[src/rtl/mult_pkg.sv]
// Shared types for the radix-4 Booth multiplier: FSM states, Booth digit
// encoding, digit-count derivation and the triple-to-digit recoding table.
package mult_pkg;

  typedef enum logic [1:0] {
    ST_IDLE,
    ST_CALC,
    ST_DONE
  } mult_state_e;

  typedef enum logic [2:0] {
    BD_ZERO,
    BD_POS1,
    BD_POS2,
    BD_NEG1,
    BD_NEG2
  } booth_digit_e;

  // Operands are extended to WIDTH+2 bits, so WIDTH/2+1 digits cover them.
  function automatic int unsigned booth_digits(input int unsigned width);
    return width / 2 + 1;
  endfunction

  function automatic booth_digit_e booth_decode(input logic [2:0] triple);
    booth_digit_e d;
    case (triple)
      3'b001, 3'b010: d = BD_POS1;
      3'b011:         d = BD_POS2;
      3'b100:         d = BD_NEG2;
      3'b101, 3'b110: d = BD_NEG1;
      default:        d = BD_ZERO;
    endcase
    return d;
  endfunction

endpackage

[src/rtl/mult_booth_recoder.sv]
// Combinational Booth recoder: maps a multiplier triple and the (already
// weighted) multiplicand to the signed partial-product addend.
module mult_booth_recoder
  import mult_pkg::*;
#(
  parameter int unsigned PW = 64
) (
  input  logic [2:0]    triple_i,
  input  logic [PW-1:0] mcand_i,
  output logic [PW-1:0] addend_o
);

  booth_digit_e digit;

  always_comb begin
    digit    = booth_decode(triple_i);
    addend_o = '0;
    case (digit)
      BD_POS1: addend_o = mcand_i;
      BD_POS2: addend_o = mcand_i << 1;
      BD_NEG1: addend_o = -mcand_i;
      BD_NEG2: addend_o = -(mcand_i << 1);
      default: addend_o = '0;
    endcase
  end

endmodule

[src/rtl/radix4_multiplier.sv]
// Sequential radix-4 Booth multiplier, one digit per cycle, with a
// start/in_ready request side and productDone/out_ready result side.
// Optional feature: MULT_ACCUMULATE_EN adds acc_en (accumulate onto previous product).
module radix4_multiplier
  import mult_pkg::*;
#(
  parameter int unsigned WIDTH = 32
) (
  input  logic               clk,
  input  logic               rst,
`ifdef MULT_ACCUMULATE_EN
  input  logic               acc_en,
`endif
  input  logic               start,
  output logic               in_ready,
  input  logic               signed_mode,
  input  logic [WIDTH-1:0]   multiplier,
  input  logic [WIDTH-1:0]   multiplicand,
  output logic [2*WIDTH-1:0] product,
  output logic               productDone,
  input  logic               out_ready,
  output logic               busy
);

  localparam int unsigned N  = booth_digits(WIDTH);
  localparam int unsigned PW = 2 * WIDTH;
  localparam int unsigned MW = WIDTH + 3;
  localparam int unsigned CW = $clog2(N + 1);

  mult_state_e   state_q, state_d;
  logic [PW-1:0] sum_q, sum_d;
  logic [PW-1:0] prod_q, prod_d;
  logic [PW-1:0] mcand_q, mcand_d;
  logic [MW-1:0] mplr_q, mplr_d;
  logic [CW-1:0] cnt_q, cnt_d;

  logic          sign_mp, sign_mc;
  logic [PW-1:0] mcand_ext;
  logic [MW-1:0] mplr_ext;
  logic [PW-1:0] addend;
  logic          acc_sel;

  // Extension to the full sum width is folded in here; unsigned operands
  // stay positive, so the signed Booth recoding is exact for both modes.
  assign sign_mp   = signed_mode & multiplier[WIDTH-1];
  assign sign_mc   = signed_mode & multiplicand[WIDTH-1];
  assign mcand_ext = {{WIDTH{sign_mc}}, multiplicand};
  assign mplr_ext  = {{2{sign_mp}}, multiplier, 1'b0};

`ifdef MULT_ACCUMULATE_EN
  assign acc_sel = acc_en;
`else
  assign acc_sel = 1'b0;
`endif

  mult_booth_recoder #(
    .PW(PW)
  ) u_recoder (
    .triple_i (mplr_q[2:0]),
    .mcand_i  (mcand_q),
    .addend_o (addend)
  );

  always_comb begin
    state_d = state_q;
    sum_d   = sum_q;
    prod_d  = prod_q;
    mcand_d = mcand_q;
    mplr_d  = mplr_q;
    cnt_d   = cnt_q;
    case (state_q)
      ST_IDLE: begin
        if (start) begin
          sum_d   = acc_sel ? prod_q : '0;
          mcand_d = mcand_ext;
          mplr_d  = mplr_ext;
          cnt_d   = '0;
          state_d = ST_CALC;
        end
      end
      ST_CALC: begin
        sum_d   = sum_q + addend;
        mcand_d = mcand_q << 2;
        mplr_d  = {{2{mplr_q[MW-1]}}, mplr_q[MW-1:2]};
        cnt_d   = cnt_q + CW'(1);
        if (cnt_q == CW'(N - 1)) begin
          prod_d  = sum_q + addend;
          state_d = ST_DONE;
        end
      end
      ST_DONE: begin
        if (out_ready) state_d = ST_IDLE;
      end
      default: state_d = ST_IDLE;
    endcase
  end

  always_ff @(posedge clk or posedge rst) begin
    if (rst) begin
      state_q <= ST_IDLE;
      sum_q   <= '0;
      prod_q  <= '0;
      mcand_q <= '0;
      mplr_q  <= '0;
      cnt_q   <= '0;
    end else begin
      state_q <= state_d;
      sum_q   <= sum_d;
      prod_q  <= prod_d;
      mcand_q <= mcand_d;
      mplr_q  <= mplr_d;
      cnt_q   <= cnt_d;
    end
  end

  assign product     = prod_q;
  assign in_ready    = (state_q == ST_IDLE);
  assign productDone = (state_q == ST_DONE);
  assign busy        = (state_q != ST_IDLE);

endmodule

[config.mk]
export PLATFORM = sky130hd
export DESIGN_NAME = radix4_multiplier
export DESIGN_NICKNAME = d
export VERILOG_FILES = /design/src/rtl/mult_pkg.sv /design/src/rtl/mult_booth_recoder.sv /design/src/rtl/radix4_multiplier.sv
export SDC_FILE = /design/constraint.sdc
export NUM_CORES = 1
export LEC_CHECK = 0
export BUFFER_PORTS_ARGS = -buffer_cell sky130_fd_sc_hd__buf_2
export CAP_MARGIN = 25
export CORE_ASPECT_RATIO = 1.25
export CORE_MARGIN = 2
export CORE_UTILIZATION = 46
export CTS_BUF_LIST = sky130_fd_sc_hd__clkbuf_16
export CTS_CLUSTER_SIZE = 28
export DETAILED_ROUTE_END_ITERATION = 12
export PLACE_DENSITY = 0.66
export SLEW_MARGIN = 20
export SYNTH_ARGS = -nofsm -noshare
export SYNTH_HDL_FRONTEND = slang
export SYNTH_SLANG_ARGS = --single-unit
[constraint.sdc]
create_clock -name clk -period 6.7 [get_ports clk]
set_input_delay 0.335 -clock clk [delete_from_list [all_inputs] [get_ports clk]]
set_output_delay 0.335 -clock clk [all_outputs]
set_load 0.1 [all_outputs]
==> results.md <==
* Outcome: finished, final reports clean
* Die width at 173 um
* Unrepaired setup endpoints after global routing: false
* Crit share post-route at 0.940
* Via Count at 15200
* GRT overflow at 0
* Most common cell after layout, fill and taps aside: dfrtp_1
* Final min period at 6.30 ns
* Initial antenna violation count at 1
* R2R depth at 21
* Post-CTS setup buffer count at 0
* Clock slew at reported path FFs at 0.07 ns
* Root buf cell: clkbuf_16
* Top cells by area in the synthesized netlist: dfrtp_1 36%, o21ai_0 6.7%, nand2_1 5.2%, ha_1 5.0%, a22oi_1 4.2%
* Multi-input gate area at 9840 um^2
* Max Fclk at 159 MHz
* GPL Wtd Cong at 0.941
* Drt wl/cell at 20.4 um
* Max_slew headroom at 0.295
* Hold Crit Class: input pin to flop
* Cell taking the most area after synthesis: dfrtp_1
* Clock Path Buffers at 3
* Detailed placement HPWL at 33700 um
* Vias in the first global route at 14700
* GRT Util Overall at 0.261
* DR DRC count at 0
* Number of synthesized flops with an enable pin at 0
* Library cells used by synthesis at 68
* Syn Inst Count at 1935
* WHS Path Cells at 2
* Critical path start-end classification: flop to flop
* Initial Util at 0.466
* Syn_nets at 2071
* Register Area at 5860 um^2
* Worst skew pair latency at 0.56 ns
* Via density at 6.21
* First-pass GRT wire length at 79700 um
* Register area share after synthesis at 0.355
* Area delta synth->final at 11.0%
* # rows at 77
* Arrival time worst endpoint at 6.73 ns
* Fraction of layout cells with a size suffix above 1 at 0.151
* Cell family contributing the most delay on the critical path: simple AND/OR/NAND/NOR gates
* Worst path cell trace: nor4_1 -> nand4_1 -> nand2b_1 -> or3_1 -> nor2_1 -> nand3b_1 -> nand2_1 -> xnor2_1 -> a221oi_1 -> a31oi_1 -> ha_1 -> nand4_1 -> or2_2 -> o31ai_1 -> o21bai_1 -> a21oi_1 -> o21bai_1 -> a41oi_1 -> o31ai_1 -> xnor2_1 -> mux2_2
* Synth warn at 0
* #FFs+latches synth at 234
* Req. time, crit path at 7.13 ns
* CTS tree: done
* Setup crit start kind: flop
* Post-Syn Area per Cell at 8.52 um^2
* Worst-margin pin slew at 1.06 ns
* Ys async rst share at 1.00
* Total wire length at 49700 um
* Most frequent cells in the layout: 231 x dfrtp_1, 229 x nand2_1, 220 x o21ai_0, 135 x buf_2, 123 x a21oi_1
* Fillers at 3363
* Worst Setup End Kind: flop
* Setup TNS at 0 ns
* Worst Skew at 0.0184 ns
* # setup viols final at 0
* Nets at 2082
* CP max FO at 11
* Ports at 136
* Port Buffers at 135
* CP max stage cell: nor4_1
* Crit path buf inv count at 0
* CTS Sinks at 234
* Drt pass-1 iters at 6
* Slew Viols, Final at 0
* Detail Route Antenna Nets at 0
* Main flop type after synthesis: dfrtp_1
* Core area at 35400 um^2
* Synth Cell Area at 16500 um^2
* CP max stage delay at 0.64 ns
* Final Hold Viols at 0
* H-tree levels at 1
* CP Depth at 21
* Die ar. at 37400 um^2
* Max cap viols at 0
* Die height at 216 um
* DRT iter0 DRCs at 1316
* Pin count of the biggest net entering global routing at 142
* Total CTS buffers at 26
* Top cell type's share of synthesized area at 0.355
-- layer usage --
metal | routed length, um | share of wire | track usage
met4 | 1840 | 0.037 | 0.106
met5 | 0 | 0 | 0
met1 | 20700 | 0.42 | 0.340
met2 | 24100 | 0.49 | 0.440
met3 | 3060 | 0.061 | 0.0324
-- cell usage after synthesis (all sizes together), types with 3 or more instances --
| cell | count |
|---|---|
| nor3 | 23 |
| o311ai | 3 |
| or4 | 16 |
| o211ai | 8 |
| a32oi | 4 |
| nand2 | 231 |
| nor2b | 9 |
| a211oi | 3 |
| dfrtp | 234 |
| and2 | 9 |
| o31ai | 12 |
| buf | 27 |
| clkbuf | 160 |
| or3 | 26 |
| a221o | 37 |
| ha | 66 |
| a221oi | 13 |
| nand3b | 5 |
| and3 | 6 |
| xor2 | 65 |
| a21oi | 123 |
| nand2b | 16 |
| a22oi | 92 |
| o21a | 7 |
| nand4 | 21 |
| o221ai | 11 |
| mux2 | 58 |
| inv | 28 |
| nor4 | 11 |
| xnor2 | 75 |
| nor3b | 31 |
| nand3 | 25 |
| o21ai | 220 |
| or2 | 5 |
| a21o | 28 |
| a31oi | 30 |
| a22o | 49 |
| a32o | 3 |
| o21bai | 16 |
| nor2 | 94 |
| nor4b | 3 |
| mux2i | 5 |
-- flip-flops by register name, indices dropped and copies added, names as in the netlist --
signal / flops
sum_q: 64
state_q: 2
mplr_q: 35
cnt_q: 5
product: 64
mcand_q: 64
-- cell type report --
class,count,area share
Inverter,30,0.00636
Timing Repair Buffer,170,0.0540
Clock inverter,20,0.0125
Sequential cell,234,0.320
Multi-Input combinational cell,1484,0.537
Tap cell,474,0.0324
Clock buffer,27,0.0369
Antenna cell,1,0.000137
-- kinds of logic after synthesis --
logic type | count (synthesis) | synth area share
AOI/OAI and AO/OA | 677 | 0.268
adders and majority gates | 67 | 0.0513
buffers and inverters | 217 | 0.0507
xor gates and xnor gates | 140 | 0.0744
DFF | 234 | 0.355
and+or+nand+nor | 537 | 0.158
muxes | 63 | 0.0427
-- what timing repair did --
item,in CTS,in global routing
endpoints found under the hold margin,26,0
endpoints found under the setup margin,0,1
hold buffers,2,0
resized for setup,0,1
-- through the flow --
stage,worst slack [ns],cells,cell area [um^2],hold slack [ns],utilization
floorplan,1.42,1935,16500,0.443,-
global placement,0.772,2388,17300,0.427,0.490
detailed placement,0.566,2389,17300,0.449,0.491
CTS,0.499,2438,18300,0.0110,0.517
global route,0.00221,2440,18300,0.0360,0.518
finish,0.404,2440,18300,0.0348,0.518
-- path summary, 6_finish.rpt --
kind / slack, ns / start / end
min in group asynchronous: 0.41 / rst / product[57]$_DFFE_PP0P_
worst max register to register: 0.40 / mcand_q[5]$_DFFE_PP0P_ / product[60]$_DFFE_PP0P_
worst min-delay path: 0.03 / multiplicand[0] / mcand_q[0]$_DFFE_PP0P_
max in group asynchronous: 5.05 / rst / sum_q[17]$_DFFE_PP0P_
worst min register to register: 0.48 / mplr_q[13]$_DFFE_PP0P_ / mplr_q[13]$_DFFE_PP0P_
worst max-delay path: 0.40 / mcand_q[5]$_DFFE_PP0P_ / product[60]$_DFFE_PP0P_
Power is not shown: default switching activity piles up to over one toggle a cycle in this logic, so the estimate is an artifact.
